===== src/rtl/sum_cla_pipe.sv =====
// Pipelined carry-lookahead adder/subtractor built from 4-bit CLA groups.
// Each stage resolves one chunk of GRP_PER_STAGE groups; the chunk carry and any unresolved operand bits are registered between stages.
module sum_cla_pipe #(
  parameter int unsigned WIDTH         = 24,
  parameter int unsigned GRP_PER_STAGE = 2
) (
  input  logic             i_clk,
  input  logic             i_rst_n,
  input  logic             i_valid,
  output logic             o_ready,
  input  logic [WIDTH-1:0] i_a,
  input  logic [WIDTH-1:0] i_b,
  input  logic             i_sub,
  input  logic             i_cin,
  output logic             o_valid,
  input  logic             i_ready,
  output logic [WIDTH-1:0] o_sum,
  output logic             o_cout,
  output logic             o_ovf,
  output logic             o_zero
);

  localparam int unsigned CW   = 4 * GRP_PER_STAGE;
  localparam int unsigned NSTG = WIDTH / CW;

  // One chunk: per-bit and per-group generate/propagate lookahead. Returns {cout, sum}.
  function automatic logic [CW:0] cla_chunk(input logic [CW-1:0] a,
                                            input logic [CW-1:0] b,
                                            input logic          cin);
    logic [CW-1:0] g;
    logic [CW-1:0] p;
    logic [CW:0]   c;
    logic          gg;
    logic          pg;
    g    = a & b;
    p    = a ^ b;
    c    = '0;
    c[0] = cin;
    gg   = 1'b0;
    pg   = 1'b0;
    for (int j = 0; j < int'(GRP_PER_STAGE); j++) begin
      int n;
      n      = 4 * j;
      c[n+1] = g[n] | (p[n] & c[n]);
      c[n+2] = g[n+1] | (p[n+1] & g[n]) | (p[n+1] & p[n] & c[n]);
      c[n+3] = g[n+2] | (p[n+2] & g[n+1]) | (p[n+2] & p[n+1] & g[n])
             | (p[n+2] & p[n+1] & p[n] & c[n]);
      gg     = g[n+3] | (p[n+3] & g[n+2]) | (p[n+3] & p[n+2] & g[n+1])
             | (p[n+3] & p[n+2] & p[n+1] & g[n]);
      pg     = p[n+3] & p[n+2] & p[n+1] & p[n];
      c[n+4] = gg | (pg & c[n]);
    end
    return {c[CW], p ^ c[CW-1:0]};
  endfunction

  logic [NSTG-1:0] v;
  logic [NSTG-1:0] acc;

  // A stage can take new data when it is empty or its contents move on this cycle.
  always_comb begin
    logic nxt;
    acc = '0;
    nxt = ~v[NSTG-1] | i_ready;
    acc[NSTG-1] = nxt;
    for (int k = int'(NSTG) - 2; k >= 0; k--) begin
      nxt    = ~v[k] | nxt;
      acc[k] = nxt;
    end
  end

  assign o_ready = acc[0];

  for (genvar k = 0; k < int'(NSTG); k++) begin : g_stg
    localparam int unsigned IN_REM = WIDTH - CW * k;
    localparam int unsigned DONE   = CW * (k + 1);

    logic [IN_REM-1:0] a_in;
    logic [IN_REM-1:0] b_in;
    logic              c_in;
    logic              up_v;
    logic [CW:0]       res;
    logic [DONE-1:0]   s_next;
    logic [DONE-1:0]   s_q;
    logic              c_q;
    logic              v_q;

    if (k == 0) begin : g_first
      assign a_in   = i_a;
      assign b_in   = i_sub ? ~i_b : i_b;
      assign c_in   = i_sub | i_cin;
      assign up_v   = i_valid;
      assign s_next = res[CW-1:0];
    end else begin : g_next
      assign a_in   = g_stg[k-1].g_rem.a_q;
      assign b_in   = g_stg[k-1].g_rem.b_q;
      assign c_in   = g_stg[k-1].c_q;
      assign up_v   = v[k-1];
      assign s_next = {res[CW-1:0], g_stg[k-1].s_q};
    end

    assign res  = cla_chunk(a_in[CW-1:0], b_in[CW-1:0], c_in);
    assign v[k] = v_q;

    always_ff @(posedge i_clk or negedge i_rst_n) begin
      if (!i_rst_n) begin
        v_q <= 1'b0;
        s_q <= '0;
        c_q <= 1'b0;
      end else if (acc[k]) begin
        v_q <= up_v;
        if (up_v) begin
          s_q <= s_next;
          c_q <= res[CW];
        end
      end
    end

    // Operand bits not yet resolved travel alongside the carry.
    if (k < int'(NSTG) - 1) begin : g_rem
      logic [IN_REM-CW-1:0] a_q;
      logic [IN_REM-CW-1:0] b_q;
      always_ff @(posedge i_clk or negedge i_rst_n) begin
        if (!i_rst_n) begin
          a_q <= '0;
          b_q <= '0;
        end else if (acc[k] && up_v) begin
          a_q <= a_in[IN_REM-1:CW];
          b_q <= b_in[IN_REM-1:CW];
        end
      end
    end

    // Final stage also registers the flags so no output depends on o_sum combinationally.
    if (k == int'(NSTG) - 1) begin : g_last
      logic c_msb;
      logic ovf_q;
      logic zero_q;
      assign c_msb = a_in[CW-1] ^ b_in[CW-1] ^ res[CW-1];
      always_ff @(posedge i_clk or negedge i_rst_n) begin
        if (!i_rst_n) begin
          ovf_q  <= 1'b0;
          zero_q <= 1'b0;
        end else if (acc[k] && up_v) begin
          ovf_q  <= res[CW] ^ c_msb;
          zero_q <= ~|s_next;
        end
      end
    end
  end

  assign o_valid = v[NSTG-1];
  assign o_sum   = g_stg[NSTG-1].s_q;
  assign o_cout  = g_stg[NSTG-1].c_q;
  assign o_ovf   = g_stg[NSTG-1].g_last.ovf_q;
  assign o_zero  = g_stg[NSTG-1].g_last.zero_q;

endmodule


===== config.mk =====
export PLATFORM = sky130hd
export DESIGN_NAME = sum_cla_pipe
export DESIGN_NICKNAME = d
export VERILOG_FILES = /design/src/rtl/sum_cla_pipe.sv
export SDC_FILE = /design/constraint.sdc
export NUM_CORES = 1
export LEC_CHECK = 0
export BUFFER_PORTS_ARGS = -buffer_cell sky130_fd_sc_hd__buf_2
export CAP_MARGIN = 20
export CORE_MARGIN = 5
export CORE_UTILIZATION = 43
export CTS_CLUSTER_SIZE = 30
export DETAILED_ROUTE_END_ITERATION = 10
export PLACE_DENSITY = 0.72
export SLEW_MARGIN = 20
export SYNTH_ARGS = -nofsm -noshare
export SYNTH_HDL_FRONTEND = slang
export SYNTH_SLANG_ARGS = --single-unit

===== constraint.sdc =====
create_clock -name i_clk -period 6.9 [get_ports i_clk]
set_input_delay 0 -clock i_clk [delete_from_list [all_inputs] [get_ports i_clk]]
set_output_delay 0 -clock i_clk [all_outputs]
set_load 0.005 [all_outputs]

==> metrics.txt <==
run status finished clean; total of max-cap violations 0; CP Data Required Time ~7.2 ns; Num Clock Sinks 104; crit path kind reg2reg; Total GRT Usage 15.5%; DR WL/cell 15.1 µm; Sw Ratio 31.3%; Initial Util 44.0%; Final Critical Period 2.97 ns; Synth cell types 47; fmax approximately 340 MHz; I/O pin total 83; clock root cell clkbuf_16; core area roughly 11000 µm²; Slew Viols, Final 0; reg2reg start g_stg[1].g_rem.a_q[0]$_DFFE_PN0P_; Clock Skews 0.00842 ns; Seq pwr share between 40% and 50%; DR pass1 iterations 4; Worst setup startpoint g_stg[1].g_rem.a_q[0]$_DFFE_PN0P_; Pleak 2.88 nW; Clock power frac between 20% and 30%; routability cong. 0.834; Via Count 3463; Peak supply drop 0.179 mV; YS warnings 0; Min Hold Slack 0.0902 ns; GR Overflow Total 0; Final setup viols 0; H-tree depth 3; total die area ~14000 µm²; first-pass GRT wire length roughly 17 mm; Layout Area Growth over Synthesis 24.4%; GR peak layer met2; final wirelength 10.3 mm; Int Pwr ~0.0015 W; dpl hpwl 7.53 mm; multi-input logic area 2350 µm²; final cycle utilization of the critical path between 40% and 50%; Die H 118 µm; crit-path max FO 3; Syn Std Cell Area 5050 µm²; Synthesized Nets 503; CTS tree yes; power after layout 0.00215 W; Worst Tran Pin Value 0.875 ns; GR Util met3 3.44%; drt first-iter violations ~210; num rows 39; fillers around 960; Setup TNS Final 0 ns; Cells after Synth 419; worst-skew pair later-pin latency roughly 0.34 ns; NetSw 0.000674 W; Final Hold Viols 0; Post-DRT Antenna Nets 0; met2 Track Usage GR 23.3%; slew margin rel. 41.7%; ratio of cells with drive above 1 in the final layout 19.7%; Sequential Area 2600 µm²; Main synth FF type dfrtp_1; async set-reset flop share out of synthesis 100%; met1 layer usage reported by global route a little over a fifth; largest net degree at the start of global routing 72; width of the die 118 µm; HP Start i_a[0]; RSZ-0062 raised after global routing no; power share of the combinational group 31.0%; Avg Inst Size Synth approximately 12 µm²; Remaining DRCs 0; Num CTS Buffers 9; crit path capture type register; number of synthesized flops with an enable pin 0; post-CTS setup buffers 0; Worst EP arrival ~3.3 ns; vias in the first global route approximately 3500; register bit total from synthesis 104; Pwr per Cell Area 343 nW/µm²; DR vias/cell between 5 and 6; number of port buffers 82; clock buffer depth 2; Seq/Total Area, Yosys about half; initial antenna violation count 1; # nets final 618; clock-pin slew on the worst setup and hold paths approximately 0.07 ns; HP Class in2reg; CP startpoint kind register
==> worst max-delay path, cell delays in order, from the launching register on <==
cell and delay [ns]:
dfrtp_1 0.41, ha_1 0.32, a211oi_1 0.31, nor3b_1 0.15
o21ai_1 0.17, nand2b_1 0.09, fa_1 0.47, nor4_1 0.20
nand4_1 0.15, nor4_1 0.29, and2_1 0.18, a32o_1 0.17
==> layout by cell type, fill, tap and decap left out, types with 3 or more instances in the layout <==
cell type      synthesis  layout
dfrtp_1              104     104
buf_2                  4      81
mux2_1                61      61
nand2_1               45      44
o21ai_1               36      36
dlygate4sd3_1          0      35
xnor2_1               24      24
ha_1                  24      24
xor2_1                13      13
nand2b_1               9       9
clkbuf_16              0       9
a21oi_1                8       8
inv_1                  7       7
nor2_1                 7       7
fa_1                   6       6
nor3_1                 5       5
nor4_1                 5       5
buf_4                  0       5
nor3b_1                4       4
o31ai_1                4       4
o21ai_0                4       4
o21a_1                 3       3
a21o_1                 3       3
==> power by group through the flow <==
stage	sequential [W]	combinational, W	clock (W)
floorplan	0.000909	0.000445	0
global placement	0.000938	0.000627	0
detailed placement	0.000947	0.000655	0
CTS	0.000936	0.000676	0.000565
global route	0.000962	0.000757	0.000589
finish	0.000933	0.000667	0.000553
==> cells in the mapped netlist (3+ instances only) <==
library cell | count | share of area, %
nor3_1 | 5 | 0.50
mux2_1 | 61 | 14
dfrtp_1 | 104 | 52
o21ai_1 | 36 | 3.6
clkbuf_1 | 10 | 0.74
xor2_1 | 13 | 2.3
a21oi_1 | 8 | 0.79
a21o_1 | 3 | 0.45
fa_1 | 6 | 2.4
ha_1 | 24 | 5.9
nor3b_1 | 4 | 0.59
inv_1 | 7 | 0.52
o21a_1 | 3 | 0.45
o31ai_1 | 4 | 0.59
xnor2_1 | 24 | 4.2
nand2b_1 | 9 | 1.1
buf_2 | 4 | 0.40
o21ai_0 | 4 | 0.40
nor4_1 | 5 | 0.62
nor2_1 | 7 | 0.52
nand2_1 | 45 | 3.3
==> timing repair <==
action / 4_1_cts / 5_1_grt
hold buffers: 35 / 0
gates resized for setup: 0 / 0
hold endpoints to repair: 67 / 0
setup endpoints to repair: 0 / 0
==> registers in the layout (all words and copies together) (netlist names), 2 cells and up <==
name / flops
g_stg.v_q: 2
g_stg.g_rem.a_q: 24
g_stg.g_rem.b_q: 24
o_sum: 24
g_stg.c_q: 2
g_stg.s_q: 24
==> cell type report <==
class                   count  share of cell area, %
diodes                      1                 0.0398
multi-input cells         291                   37.3
inverters                   7                  0.418
repair buffers            121                   12.6
clock buffers              12                   4.08
well taps                 143                   2.85
clock inverters             4                   1.21
flip-flops and latches    104                   41.4
==> layer usage <==
layer  vias to the layer above  wire, µm
li1                       1709         -
met1                      1653      4930
met2                        83      4620
met3                        18       513
met4                         0       223
met5                         -         0
==> worst paths after layout <==
kind,slack [ns],end,depth (start not counted)
min in group asynchronous,0.13,g_stg[0].s_q[4]$_DFFE_PN0P_,2
setup / recovery,3.93,o_zero$_DFFE_PN0P_,11
setup reg to reg,3.93,o_zero$_DFFE_PN0P_,11
hold / removal,0.09,g_stg[0].s_q[0]$_DFFE_PN0P_,4
hold reg to reg,0.48,g_stg[0].s_q[1]$_DFFE_PN0P_,2
max in group asynchronous,5.54,g_stg[1].g_rem.a_q[3]$_DFFE_PN0P_,3
==> cell families (layout without fill, tap and decap cells) <==
logic type / after synthesis / count (layout) / share of synthesized area (%)
buffers and inverters: 24 / 144 / 2.03
AND/OR/NAND/NOR: 89 / 89 / 8.70
adder cells (fa/ha/maj): 30 / 30 / 8.33
flip-flops: 104 / 104 / 51.5
multiplexers: 63 / 63 / 14.0
AO/OA/AOI/OAI: 72 / 72 / 8.97
other: 0 / 1 / 0
XOR/XNOR: 37 / 37 / 6.42
==> stage by stage <==
stage	setup slack (ns)	util [%]	instances	cell area (µm²)
after global placement	4.17	48.8	631	5600
after global routing	3.60	54.8	683	6280
after CTS	3.91	54.8	682	6280
final	3.93	54.8	683	6280
after floorplan	4.32	-	419	5050
after detailed placement	4.08	48.8	631	5600
Note: power is estimated with default switching activity, not from simulation.
